[src/rtl/seg7_pkg.sv]
// seg7_pkg: shared types and constants for the 4-digit multiplexed 7-segment driver.
//   state_t   scan FSM state (SHOW / BLANK)
//   IDX_*     digit slot indices, 0 = rightmost (minute units) .. 3 = leftmost (hour tens)
//   SEG_*     active-low segment patterns, bit order {g,f,e,d,c,b,a}
package seg7_pkg;
  typedef enum logic {SHOW, BLANK} state_t;
  localparam logic [1:0] IDX_MIN_R = 2'd0;
  localparam logic [1:0] IDX_MIN_L = 2'd1;
  localparam logic [1:0] IDX_HR_R  = 2'd2;
  localparam logic [1:0] IDX_HR_L  = 2'd3;
  localparam logic [6:0] SEG_0     = 7'b1000000;
  localparam logic [6:0] SEG_1     = 7'b1111001;
  localparam logic [6:0] SEG_2     = 7'b0100100;
  localparam logic [6:0] SEG_3     = 7'b0110000;
  localparam logic [6:0] SEG_4     = 7'b0011001;
  localparam logic [6:0] SEG_5     = 7'b0010010;
  localparam logic [6:0] SEG_6     = 7'b0000010;
  localparam logic [6:0] SEG_7     = 7'b1111000;
  localparam logic [6:0] SEG_8     = 7'b0000000;
  localparam logic [6:0] SEG_9     = 7'b0010000;
  localparam logic [6:0] SEG_BLANK = 7'b1111111;
endpackage

[src/rtl/seg7_decode.sv]
// seg7_decode: combinational BCD digit to active-low 7-segment pattern.
//   digit  in  4  BCD value; 10..15 decode to all segments off
//   seg    out 7  active-low {g,f,e,d,c,b,a}
module seg7_decode
  import seg7_pkg::*;
(
  input  logic [3:0] digit,
  output logic [6:0] seg
);
  always_comb begin
    case (digit)
      4'd0:    seg = SEG_0;
      4'd1:    seg = SEG_1;
      4'd2:    seg = SEG_2;
      4'd3:    seg = SEG_3;
      4'd4:    seg = SEG_4;
      4'd5:    seg = SEG_5;
      4'd6:    seg = SEG_6;
      4'd7:    seg = SEG_7;
      4'd8:    seg = SEG_8;
      4'd9:    seg = SEG_9;
      default: seg = SEG_BLANK;
    endcase
  end
endmodule

[src/rtl/seg7_scan_driver.sv]
// seg7_scan_driver: scans HH.MM BCD digits onto a 4-digit common-anode 7-segment display
// with a blanking dead time between slots and a once-per-frame input snapshot.
//   clk_i, rst_i (async, active-high)
//   hr_left_i, hr_right_i, min_left_i, min_right_i  BCD digits in
//   an_o   active-low anodes, [0]=min_right .. [3]=hr_left
//   seg_o  active-low segments {g,f,e,d,c,b,a}
//   dp_o   active-low decimal point, lit on the hour-units digit
// Optional: define DP_BLINK_EN to blink the decimal point at 1 Hz, 50% duty.
module seg7_scan_driver
  import seg7_pkg::*;
#(
  parameter int CLK_HZ       = 100_000_000,
  parameter int REFRESH_HZ   = 1_000,
  parameter int BLANK_CYCLES = 1_000
) (
  input  logic       clk_i,
  input  logic       rst_i,
  input  logic [3:0] hr_left_i,
  input  logic [3:0] hr_right_i,
  input  logic [3:0] min_left_i,
  input  logic [3:0] min_right_i,
  output logic [3:0] an_o,
  output logic [6:0] seg_o,
  output logic       dp_o
);
  localparam int SLOT = CLK_HZ / REFRESH_HZ;
  localparam int TW   = (SLOT < 2) ? 1 : $clog2(SLOT);
  localparam logic [TW-1:0] SHOW_LAST  = TW'(SLOT - BLANK_CYCLES - 1);
  localparam logic [TW-1:0] BLANK_LAST = TW'(BLANK_CYCLES - 1);
  // A zero-length blank would let adjacent anodes overlap and cannot be timed by this FSM.
  if (SLOT < 2 || BLANK_CYCLES >= SLOT || BLANK_CYCLES < 1) begin : g_param_err
    $error("seg7_scan_driver: need SLOT >= 2 and 1 <= BLANK_CYCLES < SLOT");
  end
  state_t          state;
  logic [1:0]      idx;
  logic [TW-1:0]   timer;
  logic [3:0][3:0] shadow;
  logic [6:0]      dec;
  logic            dp_phase;
  logic            last;
  assign last = timer == (state == SHOW ? SHOW_LAST : BLANK_LAST);
  seg7_decode u_decode (
    .digit(shadow[idx]),
    .seg  (dec)
  );
  // Shadow only reloads when the scan wraps back to digit 0, so a frame never mixes
  // digits from before and after a carry ripple in the upstream clock.
  always_ff @(posedge clk_i or posedge rst_i) begin
    if (rst_i) begin
      state  <= BLANK;
      idx    <= IDX_HR_L;
      timer  <= '0;
      shadow <= '0;
    end else if (last) begin
      timer <= '0;
      state <= state == SHOW ? BLANK : SHOW;
      if (state == BLANK) begin
        idx <= idx + 2'd1;
        if (idx == IDX_HR_L) shadow <= {hr_left_i, hr_right_i, min_left_i, min_right_i};
      end
    end else begin
      timer <= timer + 1'b1;
    end
  end
`ifdef DP_BLINK_EN
  localparam int HALF = (CLK_HZ / 2 < 1) ? 1 : CLK_HZ / 2;
  localparam int BW   = $clog2(HALF + 1);
  logic [BW-1:0] blink_cnt;
  always_ff @(posedge clk_i or posedge rst_i) begin
    if (rst_i) begin
      blink_cnt <= '0;
      dp_phase  <= 1'b1;
    end else if (blink_cnt == BW'(HALF - 1)) begin
      blink_cnt <= '0;
      dp_phase  <= ~dp_phase;
    end else begin
      blink_cnt <= blink_cnt + 1'b1;
    end
  end
`else
  assign dp_phase = 1'b1;
`endif
  always_ff @(posedge clk_i or posedge rst_i) begin
    if (rst_i) begin
      an_o  <= 4'b1111;
      seg_o <= SEG_BLANK;
      dp_o  <= 1'b1;
    end else begin
      an_o  <= state == SHOW ? ~(4'b0001 << idx) : 4'b1111;
      seg_o <= state == SHOW ? dec : SEG_BLANK;
      dp_o  <= ~(state == SHOW && idx == IDX_HR_R && dp_phase);
    end
  end
endmodule

[config.mk]
export PLATFORM = sky130hd
export DESIGN_NAME = seg7_scan_driver
export DESIGN_NICKNAME = d
export VERILOG_FILES = /design/src/rtl/seg7_pkg.sv /design/src/rtl/seg7_decode.sv /design/src/rtl/seg7_scan_driver.sv
export SDC_FILE = /design/constraint.sdc
export NUM_CORES = 1
export LEC_CHECK = 0
export CAP_MARGIN = 5
export CORE_AREA = 3 3 92 59
export DETAILED_ROUTE_END_ITERATION = 8
export DIE_AREA = 0 0 95 62
export GPL_ROUTABILITY_DRIVEN = 0
export PLACE_DENSITY = 0.72
export SLEW_MARGIN = 10
export SYNTH_ARGS = -nofsm -noshare
export SYNTH_HDL_FRONTEND = slang
export SYNTH_HIERARCHICAL = 1
export SYNTH_SLANG_ARGS = --single-unit
[constraint.sdc]
create_clock -name clk_i -period 4 [get_ports clk_i]
set_input_delay 0.8 -clock clk_i [delete_from_list [all_inputs] [get_ports clk_i]]
set_output_delay 0.8 -clock clk_i [all_outputs]
set_load 0.01 [all_outputs]
---- Word-level counts from Yosys, hierarchy flattened ----
Memory sizes are Yosys's and may differ from the RTL's.
Index checks and enable logic that the tools add are counted.
storage, ports and cells
  register bits ........................... 48
  latch bits .............................. 0
  RAM bits ................................ 0
  memory bits (read-only) ................. 112
  input bits .............................. 18
  output and inout port bits .............. 12
  logic and storage cells ................. 31
  memories kept ........................... 1
memories
  memory           depth  width  read ports  clocked after Yosys merged registers in  wr ports  RTL line           text
  (no name shown)  16     7      1           0                                        0         seg7_decode.sv:11  case (digit)
cells by class
  add/subtract/negate cells ............... 2
  $mul .................................... 0
  divide/modulo/power cells ............... 0
  order comparisons ....................... 1
  equality and inequality tests ........... 3
  shifts and indexed selects .............. 1
  multiplexer cells ....................... 7
  bitwise operators ....................... 3
  reductions and logical operators ........ 3
operators with widths
  kind                     number
  $mux W17                 2
  $add A17 B1 Y17 const B  1
  $eq A17 B17 Y1           1
  $bmux W4 S2              1
  $mux W4                  2
  $mux W7                  1
  $eq A2 B2 Y1 const B     2
  $not A4 Y4               1
  $shl A1 B2 Y4 const A    1
  $lt A2 B3 Y1 const B     1
  $reduce_and A3 Y1        1
  $add A2 B1 Y2 const B    1
  $not A1 Y1               2
  $reduce_and A2 Y1        1
  $logic_and A1 B1 Y1      1
  $mux W1                  1

---- Depth between registers and ports, before layout ----
An unclocked memory read counts as a cell.
  word-level depth ........................ 4
  mapped depth ............................ 8
  gate-level depth less buffers ........... 7

---- Cells and area by module ----
Netlist, hierarchy kept.
modules (own cells, without submodules)
  module            instances  cells an instance  area each (um2)  seq. area each (um2)
  seg7_scan_driver  1          163                2152.1           1193.6
  seg7_decode       1          33                 210.2            0.0

---- Worst setup path before layout ----
No wires, ideal clock.
  kind .................................... register to register
  from .................................... register idx[0]
  to ...................................... register seg_o[0]
  library setup time ...................... 0.084 ns
  arrival ................................. 2.224 ns
  required time ........................... 3.916 ns
  setup slack ............................. 1.691 ns
  stages on the path, launching flop included .. 8
  period minus slack after synthesis ...... 2.309 ns
  cell sequence ........................... dfstp_2 > clkbuf_1 > mux4_2 > ha_1 > or2_1 > a21oi_2 > nor2_1 > or2_2
on the way
  word-level cells in the longest chain between the ends .. 4
RTL lines
  element                        RTL line                text
  from (decl)                    seg7_scan_driver.sv:35  logic [1:0] idx;
  from (signal assigned)         seg7_scan_driver.sv:58  idx <= idx + 2'd1;
  $bmux W4 S2                    seg7_scan_driver.sv:43  .digit(shadow[idx]),
  $mux W4 (implied by the code)  seg7_scan_driver.sv:43
  $mem_v2 Z16 W7                 n/a
  via dec[0]                     seg7_scan_driver.sv:38  logic [6:0] dec;
  $mux W7                        seg7_scan_driver.sv:90  seg_o <= state == SHOW ? dec : SEG_BLANK;
  to (signal assigned)           seg7_scan_driver.sv:90
  to (decl)                      seg7_scan_driver.sv:23  output logic [6:0] seg_o,
The timed path passes the listed nets, and every way through them passes these cells. The select of a mux whose other input is x is not followed.
A chain may end at the register's enable or synchronous reset.

---- Final worst setup path ----
  from .................................... register timer[12]
  to ...................................... register shadow[1] in the netlist's numbering
on the way
  word-level cells in the longest chain between the ends .. 2
RTL lines
  element                      RTL line                text
  from (decl)                  seg7_scan_driver.sv:36  logic [TW-1:0] timer;
  from (signal assigned)       seg7_scan_driver.sv:62  timer <= timer + 1'b1;
  $eq A17 B17 Y1               seg7_scan_driver.sv:41  assign last = timer == (state == SHOW ? SHOW_LAST : BLANK_LAST);
  $reduce_and A3 Y1 (no line)  n/a
  to (signal assigned)         seg7_scan_driver.sv:59  if (idx == IDX_HR_L) shadow <= {hr_left_i, hr_right_i, min_left_i, min_right_i};
  to (decl)                    seg7_scan_driver.sv:37  logic [3:0][3:0] shadow;
No other way between the ends.

==> impl_metrics.yaml <==
synth:
  synth_flop_cell: "dfrtp_1"
  syn_nets: 224
  synth_cell_types: 41
  async_reset_ff_share_pct: 100
  synth_top_cell_area_share_pct: 35.0
  yosysSeqAreaShare_pct: 50.5
  synth_warnings: 6
  ys_ff_latch: 47
  synth_enable_flop_cells: 0
  syn_area_sq_mm: 0.00236
  synth_area_per_cell_sq_um: 12.1
  syn_inst: 196
  synth_top_area_cell: "dfrtp_1"
  ys_top_cells_by_area: "dfrtp_1 (35%), dfstp_2 (16%), mux2_4 (6.4%)"
worst_setup_path:
  critPathKind: "flip-flop to flip-flop"
  end_kind: "flip-flop"
  start_kind: "flip-flop"
  cp_max_fo: 16
  crit_required_ps: 4180
  cp.arrival_ps: 2680
timing:
  final_hold_viol_count: 0
  fmax_ghz: 0.401
  maxSlewViolCount: 0
  worstMarginPinSlew_ps: 874
  whs_ps: 488
  fin_crit_sh_pct: 62.3
  setup_viol: 0
  finClkSkew_ps: 6.81
  slew_headroom_pct: 41.7
  rsz0062_at_grt: "no"
  fin_setup_tns_ps: 0
  min_period_ps: 2490
final_layout:
  syn_to_final_growth_pct: 17.7
  final_nets: 254
  final_area_sq_mm: 0.00278
  drive_gt1_share_pct: 24.7
  multi_input_area_sq_mm: 0.00107
  antennaDiodeCount: 0
  ff_latch_area_sq_mm: 0.00119
  utilization_pct: 60.6
  stdcell_count: 290
  nFillCells: 375
routing:
  vias: 1480
  route.detailed.drc: 0
  drt-vias-per-instance: 5.10
  firstDrtPassIters: 4
  drtIter0Drc: 97
  wl_mm: 4.17
  wl_per_cell_microns: 14.4
  ant_nets: 0
grt:
  grt.overflow.total: 0
  first_global_vias: 1413
  track_usage_pct: 16.4
  grt_antenna_before_repair: 0
  grt_pass1_wl_mm: 7.09
  grt_max_degree: 48
placement:
  placed_area_sq_mm: 0.00268
  dpl.hpwl_mm: 3.09
  place_inst: 282
  port_buffers: 29
power:
  power.leakage_nw: 1.19
  power_density_mw_per_mm2: 293
  irDropWorstVdd_v: 0.000215
die:
  row_count: 19
  start_util_pct: 51.5
  core_area_sq_mm: 0.00459
  die_area_sq_mm: 0.00589
  ios: 30
  fp.dieH_microns: 62
  die_w_microns: 95
clocking:
  cts-root-buf: "clkbuf_8"
  cts-htree-levels: 2
  cts_resized: 0
  cts_buffers: 5
  ctsHoldBuffers: 0
  clock-sinks: 47
  cts_tree: "done"
  path_clk_slew_ps: 80
  cts_max_path_buffers: 2
  cts_setup_buffers: 0
  clock_latency_ps: 300
hold_path:
  hp-class: "flip-flop to flip-flop"
run:
  maxCapViolCount: 0
run_status:
  status: "complete, no violations"
==> synthesized netlist by cell type, drive strengths merged, types with 2 or more instances <==
cell type,count
dfrtp,33
nor2,21
mux2,17
dfstp,14
ha,10
nand2b,9
or2,9
xnor2,9
inv,7
nand2,7
buf,6
nand3,6
o21ai,6
xor2,6
nand4,5
a21oi,4
mux4,4
nor3,4
nor4,3
or4,3
clkbuf,2
==> per-layer routing <==
layer,share of wire (%),vias up,track usage (%)
li1,-,732,-
met4,1.2,0,6.16
met5,0,-,0
met3,5.1,5,4.33
met2,40,40,22.5
met1,54,703,24.8
==> area by class of cell <==
| cell class | instances | area share, % |
|---|---|---|
| Timing Repair Buffer | 31 | 11.0 |
| Clock buffer | 8 | 3.65 |
| Multi-Input combinational cell | 134 | 38.7 |
| Tap cell | 63 | 2.84 |
| Sequential cell | 47 | 42.9 |
| Inverter | 7 | 0.945 |
==> critical path, stage by stage (launching register included) <==
cell and delay, ps:
dfrtp_1 450, or4_4 550, nor3_2 180, and3_1 770, mux2_2 420
==> placed cells by master, fill, tap and decap left out, types with 2 or more instances in the layout <==
| master | synthesis | final |
|---|---|---|
| nand4_1 | 5 | 5 |
| ha_1 | 10 | 10 |
| nand3_1 | 5 | 5 |
| xor2_1 | 6 | 6 |
| nand2b_1 | 9 | 9 |
| clkdlybuf4s50_1 | 0 | 29 |
| dfrtp_1 | 33 | 33 |
| or2_2 | 8 | 8 |
| a21oi_1 | 3 | 3 |
| nand2_1 | 7 | 7 |
| buf_4 | 1 | 2 |
| mux4_2 | 4 | 4 |
| xnor2_1 | 9 | 9 |
| nor2_1 | 21 | 21 |
| or4_1 | 2 | 2 |
| mux2_4 | 10 | 10 |
| nor3_1 | 3 | 3 |
| dfstp_2 | 14 | 14 |
| clkbuf_1 | 2 | 2 |
| inv_1 | 7 | 6 |
| o21ai_0 | 6 | 6 |
| mux2_2 | 7 | 7 |
| clkbuf_8 | 0 | 5 |
| nor4_1 | 3 | 3 |
==> kinds of logic (layout without fill, tap and decap cells) <==
family	Yosys count	after routing	share of synthesized area (%)
buffers and inverters	15	46	3.97
adders and majority gates	10	10	5.30
DFF	47	47	50.5
muxes	21	21	13.5
and+or+nand+nor	74	74	17.3
xor gates and xnor gates	15	15	5.56
AOI/OAI and AO/OA	14	14	3.87
==> registers in the layout, indices dropped and copies added (netlist names) <==
name / count
timer: 17
shadow: 16
seg_o: 7
an_o: 4
idx: 2
state: 1
==> report_power, final <==
part           switching, mW  total [mW]  internal, mW
logic                 0.0112      0.0265        0.0153
registers                  0       0.475         0.475
clock network          0.152       0.314         0.162
==> metrics by stage <==
step	worst slack (ps)	total power, mW
6_report	1510	0.815
5_1_grt	1400	0.852
4_1_cts	1500	0.826
3_5_place_dp	1530	0.512
3_3_place_gp	1570	0.512
2_1_floorplan	1690	0.491
==> worst paths after layout <==
path,startpoint,endpoint,slack (ps),cells past startpoint
worst max-delay path,timer[12]$_DFF_PP0_,shadow[1]$_DFFE_PP0P_,1510,4
min in group asynchronous,rst_i,shadow[12]$_DFFE_PP0P_,950,3
worst min-delay path,timer[0]$_DFF_PP0_,timer[0]$_DFF_PP0_,490,1
worst min register to register,timer[0]$_DFF_PP0_,timer[0]$_DFF_PP0_,490,1
worst max register to register,timer[12]$_DFF_PP0_,shadow[1]$_DFFE_PP0P_,1510,4
max in group asynchronous,rst_i,an_o[1]$_DFF_PP1_,2660,3
Power figures use the tool's default switching activity.
